===== config.mk =====
export PLATFORM = sky130hd
export DESIGN_NAME = mmio_uart_tx_flat
export DESIGN_NICKNAME = d
export VERILOG_FILES = /design/src/rtl/mmio_uart_tx_if.sv /design/src/rtl/mmio_uart_tx.sv /design/src/flat_wrapper.sv
export SDC_FILE = /design/constraint.sdc
export NUM_CORES = 1
export LEC_CHECK = 0
export ABC_AREA = 1
export BUFFER_PORTS_ARGS = -buffer_cell sky130_fd_sc_hd__buf_2
export CAP_MARGIN = 15
export CORE_UTILIZATION = 24
export DETAILED_ROUTE_END_ITERATION = 16
export SYNTH_ARGS = -nofsm -noshare
export SYNTH_HDL_FRONTEND = slang
export SYNTH_SLANG_ARGS = --single-unit

===== constraint.sdc =====
create_clock -name clock -period 4.49 [get_ports clock]
set_input_delay 0.2245 -clock clock [delete_from_list [all_inputs] [get_ports clock]]
set_output_delay 0.2245 -clock clock [all_outputs]
set_load 0.02 [all_outputs]

===== src/rtl/mmio_uart_tx_if.sv =====
// Bus bundle between the core's MMIO words and the UART transmitter.
// txCommand is one mmioOutputs word and txStatus the matching mmioInputs word.
// Push handshake: software flips txCommand[31] while placing a byte in [7:0].
// The transmitter echoes the flipped value on txStatus[31] on the same edge that sees the flip.
// Software then polls txStatus[31] until it matches.
// There is no valid/ready pair because MMIO carries no strobes.
interface mmio_uart_tx_if;
    logic [31:0] txCommand;
    logic [31:0] txStatus;
    logic        uartTx;
    logic [1:0]  dbg_state;

    modport master (
        output txCommand,
        input  txStatus,
        input  uartTx,
        input  dbg_state
    );

    modport slave (
        input  txCommand,
        output txStatus,
        output uartTx,
        output dbg_state
    );
endinterface


===== src/rtl/mmio_uart_tx.sv =====
// Memory-mapped 8N1 UART transmitter with a toggle-handshake byte FIFO.
// Bytes pushed by software are serialised LSB first.
// Back-to-back frames are sent when the FIFO is not empty at the end of a stop bit.
module mmio_uart_tx #(
    parameter int CLOCKS_PER_BIT  = 434,
    parameter int FIFO_DEPTH_LOG2 = 4
) (
    input  logic          clock,
    input  logic          reset,
    mmio_uart_tx_if.slave bus
);

    localparam int DEPTH = 1 << FIFO_DEPTH_LOG2;
    localparam int PW    = FIFO_DEPTH_LOG2;
    localparam int CW    = FIFO_DEPTH_LOG2 + 1;
    localparam int TW    = $clog2(CLOCKS_PER_BIT);

    localparam logic [TW-1:0] TIMER_LAST = TW'(CLOCKS_PER_BIT - 1);
    localparam logic [CW-1:0] COUNT_FULL = CW'(DEPTH);

    typedef enum logic [1:0] {
        S_IDLE  = 2'd0,
        S_START = 2'd1,
        S_DATA  = 2'd2,
        S_STOP  = 2'd3
    } state_t;

    // Handshake and FIFO bookkeeping
    logic          r_prev_toggle;
    logic          r_ack_toggle;
    logic          r_overflow;
    logic [PW-1:0] r_wr_ptr;
    logic [PW-1:0] r_rd_ptr;
    logic [CW-1:0] r_count;
    logic [7:0]    r_mem [DEPTH];

    // Serialiser
    state_t        r_state;
    logic [TW-1:0] r_timer;
    logic [2:0]    r_bit_idx;
    logic [7:0]    r_shifter;
    logic          r_uart_tx;

    // Combinational next-state values
    state_t        w_state_nxt;
    logic [TW-1:0] w_timer_nxt;
    logic [2:0]    w_bit_idx_nxt;
    logic [7:0]    w_shifter_nxt;
    logic          w_uart_tx_nxt;
    logic          w_pop;

    logic          w_push;
    logic          w_push_accept;
    logic          w_drop;
    logic          w_full;
    logic          w_empty;
    logic          w_timer_last;
    logic [2:0]    w_bit_idx_inc;
    logic [31:0]   w_status;
    logic          w_unused_cmd;

    assign w_push        = (bus.txCommand[31] != r_prev_toggle);
    assign w_full        = (r_count == COUNT_FULL);
    assign w_empty       = (r_count == '0);
    // A push into a full FIFO still fits when the serialiser pops on the same edge.
    assign w_push_accept = w_push && (!w_full || w_pop);
    assign w_drop        = w_push && w_full && !w_pop;
    assign w_timer_last  = (r_timer == TIMER_LAST);
    assign w_bit_idx_inc = r_bit_idx + 3'd1;
    assign w_unused_cmd  = ^bus.txCommand[30:8];

    // Toggle tracking, FIFO pointers, occupancy and sticky overflow
    always_ff @(posedge clock) begin
        if (reset) begin
            r_prev_toggle <= bus.txCommand[31];
            r_ack_toggle  <= bus.txCommand[31];
            r_wr_ptr      <= '0;
            r_rd_ptr      <= '0;
            r_count       <= '0;
            r_overflow    <= 1'b0;
        end else begin
            if (w_push) begin
                r_prev_toggle <= bus.txCommand[31];
                r_ack_toggle  <= bus.txCommand[31];
            end
            if (w_push_accept) begin
                r_wr_ptr <= r_wr_ptr + PW'(1);
            end
            if (w_pop) begin
                r_rd_ptr <= r_rd_ptr + PW'(1);
            end
            if (w_drop) begin
                r_overflow <= 1'b1;
            end
            case ({w_push_accept, w_pop})
                2'b10:   r_count <= r_count + CW'(1);
                2'b01:   r_count <= r_count - CW'(1);
                default: r_count <= r_count;
            endcase
        end
    end

    // FIFO storage; contents need no reset because the pointers define validity
    always_ff @(posedge clock) begin
        if (!reset && w_push_accept) begin
            r_mem[r_wr_ptr] <= bus.txCommand[7:0];
        end
    end

    // Serialiser registers, including the registered line output
    always_ff @(posedge clock) begin
        if (reset) begin
            r_state   <= S_IDLE;
            r_timer   <= '0;
            r_bit_idx <= '0;
            r_shifter <= '0;
            r_uart_tx <= 1'b1;
        end else begin
            r_state   <= w_state_nxt;
            r_timer   <= w_timer_nxt;
            r_bit_idx <= w_bit_idx_nxt;
            r_shifter <= w_shifter_nxt;
            r_uart_tx <= w_uart_tx_nxt;
        end
    end

    // Frame sequencing; the line value for the next state is chosen on each transition
    always_comb begin
        w_state_nxt   = r_state;
        w_timer_nxt   = r_timer;
        w_bit_idx_nxt = r_bit_idx;
        w_shifter_nxt = r_shifter;
        w_uart_tx_nxt = r_uart_tx;
        w_pop         = 1'b0;
        case (r_state)
            S_IDLE: begin
                w_uart_tx_nxt = 1'b1;
                w_timer_nxt   = '0;
                if (!w_empty) begin
                    w_pop         = 1'b1;
                    w_shifter_nxt = r_mem[r_rd_ptr];
                    w_state_nxt   = S_START;
                    w_uart_tx_nxt = 1'b0;
                end
            end
            S_START: begin
                if (w_timer_last) begin
                    w_timer_nxt   = '0;
                    w_bit_idx_nxt = 3'd0;
                    w_state_nxt   = S_DATA;
                    w_uart_tx_nxt = r_shifter[0];
                end else begin
                    w_timer_nxt = r_timer + TW'(1);
                end
            end
            S_DATA: begin
                if (w_timer_last) begin
                    w_timer_nxt = '0;
                    if (r_bit_idx == 3'd7) begin
                        w_state_nxt   = S_STOP;
                        w_uart_tx_nxt = 1'b1;
                    end else begin
                        w_bit_idx_nxt = w_bit_idx_inc;
                        w_uart_tx_nxt = r_shifter[w_bit_idx_inc];
                    end
                end else begin
                    w_timer_nxt = r_timer + TW'(1);
                end
            end
            S_STOP: begin
                if (w_timer_last) begin
                    w_timer_nxt = '0;
                    if (!w_empty) begin
                        w_pop         = 1'b1;
                        w_shifter_nxt = r_mem[r_rd_ptr];
                        w_state_nxt   = S_START;
                        w_uart_tx_nxt = 1'b0;
                    end else begin
                        w_state_nxt   = S_IDLE;
                        w_uart_tx_nxt = 1'b1;
                    end
                end else begin
                    w_timer_nxt = r_timer + TW'(1);
                end
            end
            default: begin
                w_state_nxt   = S_IDLE;
                w_uart_tx_nxt = 1'b1;
            end
        endcase
    end

    // Status word assembled from registers only
    always_comb begin
        w_status         = '0;
        w_status[31]     = r_ack_toggle;
        w_status[30]     = w_full;
        w_status[29]     = w_empty;
        w_status[28]     = (r_state != S_IDLE) || !w_empty;
        w_status[27]     = r_overflow;
        w_status[CW-1:0] = r_count;
    end

    assign bus.txStatus  = w_status;
    assign bus.uartTx    = r_uart_tx;
    assign bus.dbg_state = r_state;

endmodule

===== src/flat_wrapper.sv =====
// flat-port wrapper written by rule: the top's interface ports become plain ports
module mmio_uart_tx_flat 
#(
    parameter int CLOCKS_PER_BIT  = 434,
    parameter int FIFO_DEPTH_LOG2 = 4
)
  (clock, reset, bus_txCommand, bus_txStatus, bus_uartTx, bus_dbg_state);
  mmio_uart_tx_if bus_i ();
  input  logic clock;
  input  logic reset;
  input wire logic [$bits(bus_i.txCommand)-1:0] bus_txCommand;
  output wire logic [$bits(bus_i.txStatus)-1:0] bus_txStatus;
  output wire logic [$bits(bus_i.uartTx)-1:0] bus_uartTx;
  output wire logic [$bits(bus_i.dbg_state)-1:0] bus_dbg_state;
  assign bus_i.txCommand = bus_txCommand;
  assign bus_txStatus = bus_i.txStatus;
  assign bus_uartTx = bus_i.uartTx;
  assign bus_dbg_state = bus_i.dbg_state;
  mmio_uart_tx #(.CLOCKS_PER_BIT(CLOCKS_PER_BIT), .FIFO_DEPTH_LOG2(FIFO_DEPTH_LOG2)) u_core (.clock(clock), .reset(reset), .bus(bus_i));
endmodule

==> flow_metrics.py, run 1 <==
metrics = {
    "placement": {
        "hpwl_um": 9726,
        "placedCellCount": 1038,
        "port_buffers": 23,
        "placed_area_mm2": 0.007801,
        "gp_congestion": 0.7711,
    },
    "timing": {
        "setup_viol": 0,
        "finalSetupTns_ns": 0,
        "max-slew-margin-rel_pct": 29.41,
        "period_minus_slack_ns": 2.937,
        "post-route-period-util_pct": 65.41,
        "slew_violations": 0,
        "finClkSkew_ns": 0.006475,
        "fmax_mhz": 340.5,
        "fin_hold_ws_ns": 0.02676,
        "final-hold-violation-count": 0,
        "rsz0062_at_grt": "false",
        "worst_pin_slew_ns": 1.059,
    },
    "yosys": {
        "yosysWarningCount": 0,
        "netlist_area_mm2": 0.007396,
        "avgSynthCellArea_um2": 11.31,
        "synth.distinct_cells": 43,
        "ys_ff_latch": 170,
        "ys_seq_area_share_pct": 63.47,
        "synthCells": 654,
        "ys.flop_type": "edfxtp_1",
        "async_reset_ff_share_pct": 0,
        "synth-edff-count": 129,
    },
    "cts": {
        "postCtsHoldBufs": 0,
        "cts_buffers": 17,
        "cts_tree": "built",
        "cts_setup_buffers": 0,
        "h-tree-depth": 4,
        "clock-root-buffer": "clkbuf_16",
        "clk_path_buf_depth": 2,
        "cts_sinks": 170,
        "worst_skew_pair.late_latency_ns": 0.43,
        "cts_resized": 0,
        "clk_pin_slew_worst_paths_ns": 0.06,
    },
    "global_route": {
        "grt_usage_pct": 10.18,
        "grt_start_max_net_pins": 65,
        "grt-ovfl-total": 0,
        "grt_pass1_vias": 4438,
        "grt_pass1_wl_um": 24030,
        "antenna_found_initial": 0,
    },
    "layout": {
        "fin_cells": 1070,
        "drive_above_1_share_pct": 11.76,
        "layout.nets": 716,
        "layout_commonest_cell": "edfxtp_1",
        "final_cell_mix": "edfxtp_1, nor2_1, nand2_1, inv_1, o21ai_0",
        "area_growth_pct": 12.98,
        "final_area_mm2": 0.008356,
        "n_antenna_cell": 0,
    },
    "routing": {
        "wl_per_cell_um": 14.26,
        "drc": 0,
        "vias": 4701,
        "drt_iter0_drc": 404,
        "drt_pass1_iterations": 5,
        "antenna_left": 0,
        "routed_wl_um": 15260,
        "viasPerCell": 4.393,
    },
    "power": {
        "p_per_area_mw_per_mm2": 526.1,
        "p_leak_uw": 0.002937,
        "vdd_drop_max_mv": 0.1812,
    },
    "worst_setup_path": {
        "arrival_ns": 2.99,
        "slowest_delay_ns": 0.70,
        "cp_top_family": "simple AND/OR/NAND/NOR gates",
        "crit_path_end_kind": "flip-flop",
        "critPathLaunchType": "flip-flop",
        "cp_cell_sequence": "inv_1, ha_1, inv_1, nand2_1, inv_2, nand2_4, a21oi_4, inv_2, nor2_4, nand2_2, nor2_1",
        "worst-path-buf-inv": 4,
        "worst_ep_required_time_ns": 4.54,
        "cpMaxStageDelayCell": "nor2_1",
        "crit_path_max_fanout": 8,
        "path_class": "reg -> reg",
    },
    "floorplanning": {
        "io_pins": 69,
        "die_x_um": 177.5,
        "core_area_mm2": 0.02995,
        "die_h_um": 177.5,
        "die-area_mm2": 0.03152,
        "start_util_pct": 24.69,
        "row_count": 63,
    },
    "job": {
        "drv_cap": 0,
    },
    "worst_hold_path": {
        "hp-class": "in -> reg",
    },
    "run_status": {
        "outcome": "completed",
    },
}
## cell families after synthesis
group | share of synthesized area, %
buf+inv | 7.072
compound gates | 11.86
simple gates | 11.98
mux | 2.571
other cells | 0.05070
xor+xnor | 0.4569
fa+ha+maj | 2.538
flops | 63.47
## Yosys cell counts, types with 13 or more instances
cell      number  area share, %
nand3_1       20            1.4
nor2_1        96            4.9
ha_1          15            2.5
o221ai_1      19            2.3
clkbuf_1      21            1.1
nand2_1       55            2.8
inv_1         54            2.7
buf_4         26            2.6
edfxtp_1     129             52
o21ai_0       46            3.1
o32ai_1       13            1.5
a21oi_1       25            1.7
o211ai_1      16            1.6
dfxtp_1       41             11
mux2i_1       19            2.6
## stage by stage
stage / utilization [%] / power [uW] / worst slack [ns]
global route: 27.89 / 4633 / 1.308
floorplan: - / 2789 / 1.983
detailed placement: 26.04 / 3046 / 1.565
finish: 27.89 / 4396 / 1.553
global placement: 26.04 / 3039 / 1.609
CTS: 27.89 / 4435 / 1.546
## state kept, by name, indices dropped and copies added, names as in the netlist, named ones only
| register | count |
|---|---|
| u_core.bus.dbg_state | 2 |
| u_core.r_overflow | 1 |
| u_core.bus.uartTx | 1 |
| u_core.r_wr_ptr | 4 |
| u_core.r_timer | 9 |
| u_core.r_prev_toggle | 1 |
| u_core.r_bit_idx | 3 |
| u_core.r_mem | 128 |
| u_core.r_rd_ptr | 4 |
| u_core.r_count | 5 |
| u_core.r_shifter | 8 |
## power by group
group / switching (uW) / leakage, uW / internal (uW)
sequential: 122 / 0.00150 / 1790
clock: 613 / 0.000267 / 775
combinational: 732 / 0.00117 / 361
total: 1470 / 0.00294 / 2930
## worst paths after layout
check / cells past startpoint / endpoint / start / slack (ns)
worst max-delay path: 11 / u_core.r_mem[2][7] / u_core.bus.dbg_state[0] / 1.55
worst min-delay path: 1 / u_core.r_prev_toggle / bus_txCommand[31] / 0.03
worst max register to register: 11 / u_core.r_mem[2][7] / u_core.bus.dbg_state[0] / 1.55
worst min register to register: 2 / u_core.r_bit_idx[1] / u_core.r_bit_idx[1] / 0.46
## final cells by class
cell class	instances	area (um^2)
fillers	3089	21600
clock buffers	21	440.4
repair buffers	26	137.6
multi-input cells	393	2257
well taps	390	488.0
inverters	59	221.5
clock inverters	11	113.9
flip-flops and latches	170	4697
## routing by layer
layer	up-vias	wire (um)	track usage, %
met5	-	0	0
met4	0	537	5.805
met3	35	618	2.014
met2	118	7449	16.83
met1	2248	6655	12.32
li1	2300	-	-
(Power assumes the default switching activity.)
==> run 2, diff against run 1 <==
Clock period 4.49 ns to 2.4 ns, I/O delays scaled along.
==> run 2 against run 1 <==
  * Critical path depth rose by 1
  * First-iteration DRC count rose by 4.2%
  * Cell count rose by 2.6%
  * Clock-buffer cell count fell by 4
  * Non-clock buffer count rose by 28
  * Critical endpoint is now u_core.r_mem[2][0]
==> flow_metrics.py, run 2 (same netlist as run 1, synthesis figures left out) <==
metrics = {
    "global_route": {
        "grt_pass1_wl_um": 24290,
        "grt_start_max_net_pins": 65,
        "grt_usage_pct": 10.16,
        "antenna_found_initial": 0,
        "grt-ovfl-total": 0,
        "grt_pass1_vias": 4567,
    },
    "placement": {
        "port_buffers": 23,
        "placed_area_mm2": 0.008006,
        "hpwl_um": 9914,
        "gp_congestion": 0.7735,
    },
    "layout": {
        "drive_above_1_share_pct": 15.68,
        "area_growth_pct": 16.44,
        "layout_commonest_cell": "edfxtp_1",
        "layout.nets": 744,
        "final_cell_mix": "edfxtp_1, nor2_1, nand2_1, inv_1, o21ai_0",
        "reg_top3": "u_core.r_mem: 128 flops, u_core.r_timer: 9 flops, u_core.r_shifter: 8 flops",
        "regMostFlops": "u_core.r_mem",
        "final_area_mm2": 0.008612,
        "largest_register_ffs": 128,
        "n_antenna_cell": 0,
    },
    "worst_setup_path": {
        "rr_worst_depth": 12,
        "worst_ep_required_time_ns": 2.53,
        "arrival_ns": 2.31,
        "crit_path_max_fanout": 8,
        "crit_path_end_kind": "flip-flop",
        "r2r-end": "u_core.r_mem[2][0]",
        "r2r_slack_ns": 0.22,
        "r2r_start": "u_core.bus.dbg_state[0]",
        "critPathLaunchType": "flip-flop",
        "path_class": "reg -> reg",
    },
    "routing": {
        "antenna_left": 0,
        "drt_pass1_iterations": 5,
        "wl_per_cell_um": 13.74,
        "vias": 4765,
        "viasPerCell": 4.340,
        "drt_iter0_drc": 421,
        "drc": 0,
        "routed_wl_um": 15090,
    },
    "timing": {
        "finClkSkew_ns": 0.006980,
        "slew_violations": 0,
        "finalSetupTns_ns": 0,
        "setup_viol": 0,
        "post-route-period-util_pct": 90.82,
        "fmax_mhz": 458.8,
        "period_minus_slack_ns": 2.180,
        "final-hold-violation-count": 0,
    },
    "worst_hold_path": {
        "hold_start": "bus_txCommand[2]",
        "hp-class": "in -> reg",
        "min_path_cells": 1,
        "hold_end": "u_core.r_mem[12][2]",
    },
    "floorplanning": {
        "io_pins": 69,
        "core_area_mm2": 0.02995,
        "die-area_mm2": 0.03152,
        "die_x_um": 177.5,
        "row_count": 63,
        "start_util_pct": 24.69,
        "die_h_um": 177.5,
    },
    "cts": {
        "worst_skew_pair.late_latency_ns": 0.42,
        "clock-root-buffer": "clkbuf_16",
        "h-tree-depth": 4,
        "cts_tree": "built",
        "clk_pin_slew_worst_paths_ns": 0.07,
        "clk_path_buf_depth": 2,
        "cts_buffers": 17,
        "cts_sinks": 170,
    },
    "run_status": {
        "outcome": "completed",
    },
    "job": {
        "drv_cap": 0,
    },
    "power": {
        "p_leak_uw": 0.003100,
        "vdd_drop_max_mv": 0.5005,
        "p_per_area_mw_per_mm2": 972.9,
    },
}
[run 2: cell count changes in the layout (fill, tap and decap cells not counted), sizes merged]
cell / delta
clkbuf: -4
buf: +27
clkinv: +2
dlygate4sd3: +1
inv: +2
[run 2: worst max-delay path by stage]
stage                       startpoint                  end  slack, ns
2_1_floorplan  u_core.bus.dbg_state[0]   u_core.r_mem[0][0]      -0.11
3_3_place_gp   u_core.bus.dbg_state[1]  u_core.r_mem[12][2]       0.14
3_5_place_dp   u_core.bus.dbg_state[1]  u_core.r_mem[12][2]       0.09
4_1_cts        u_core.bus.dbg_state[1]  u_core.r_mem[12][7]       0.08
5_1_grt        u_core.bus.dbg_state[0]    u_core.r_count[4]      -0.02
6_report       u_core.bus.dbg_state[0]   u_core.r_mem[2][0]       0.22
[run 2: layout make-up]
type | count | area, um^2
Clock buffer | 17 | 425.4
Clock inverter | 15 | 136.4
Fill cell | 3029 | 21340
Inverter | 59 | 224.0
Multi-Input combinational cell | 393 | 2257
Sequential cell | 170 | 4698
Tap cell | 390 | 488.0
Timing Repair Buffer | 54 | 382.9
[run 2: repair_timing]
| item | 4_1_cts | 5_1_grt |
|---|---|---|
| setup endpoints to repair | 0 | 129 |
| endpoints found under the hold margin | 1 | 0 |
| buffers inserted | 0 | 3 |
| resized for setup | 0 | 5 |
| hold buffers | 1 | 0 |
[run 2: critical path, cell delays in order, from the launching register on]
cell and delay (ns):
dfxtp_1 0.33, inv_1 0.07, ha_1 0.30, inv_1 0.08, nand2_1 0.10, inv_4 0.12
nand2_4 0.09, a21oi_4 0.14, inv_2 0.08, nor2_4 0.14, nand2_2 0.13, nor2_1 0.11
buf_4 0.19
[run 2: metal layers]
metal  GRT usage [%]  routed length [um]  part of all wire (%)
met5               0                   0                     0
met4           4.630                 309                   2.0
met3           1.714                 593                   3.9
met2           17.22                7576                    50
met1           12.57                6609                    44
[run 2: through the flow]
| step | setup slack [ns] | hold WS [ns] | power, uW | instances | util, % |
|---|---|---|---|---|---|
| after floorplan | -0.1067 | 0.2189 | 5219 | 675 | - |
| after global placement | 0.1400 | 0.3473 | 5786 | 1062 | 26.73 |
| after detailed placement | 0.08730 | 0.3597 | 5806 | 1062 | 26.73 |
| after CTS | 0.07504 | 0.09567 | 8415 | 1095 | 28.64 |
| after global routing | -0.02370 | 0.1107 | 8861 | 1098 | 28.75 |
| final | 0.2203 | 0.1128 | 8378 | 1098 | 28.75 |
[run 2: power breakdown]
group | switching (uW) | internal [uW] | total (uW)
Combinational | 1520 | 796 | 2320
Clock | 1150 | 1450 | 2600
Sequential | 108 | 3350 | 3460
Total | 2780 | 5600 | 8380
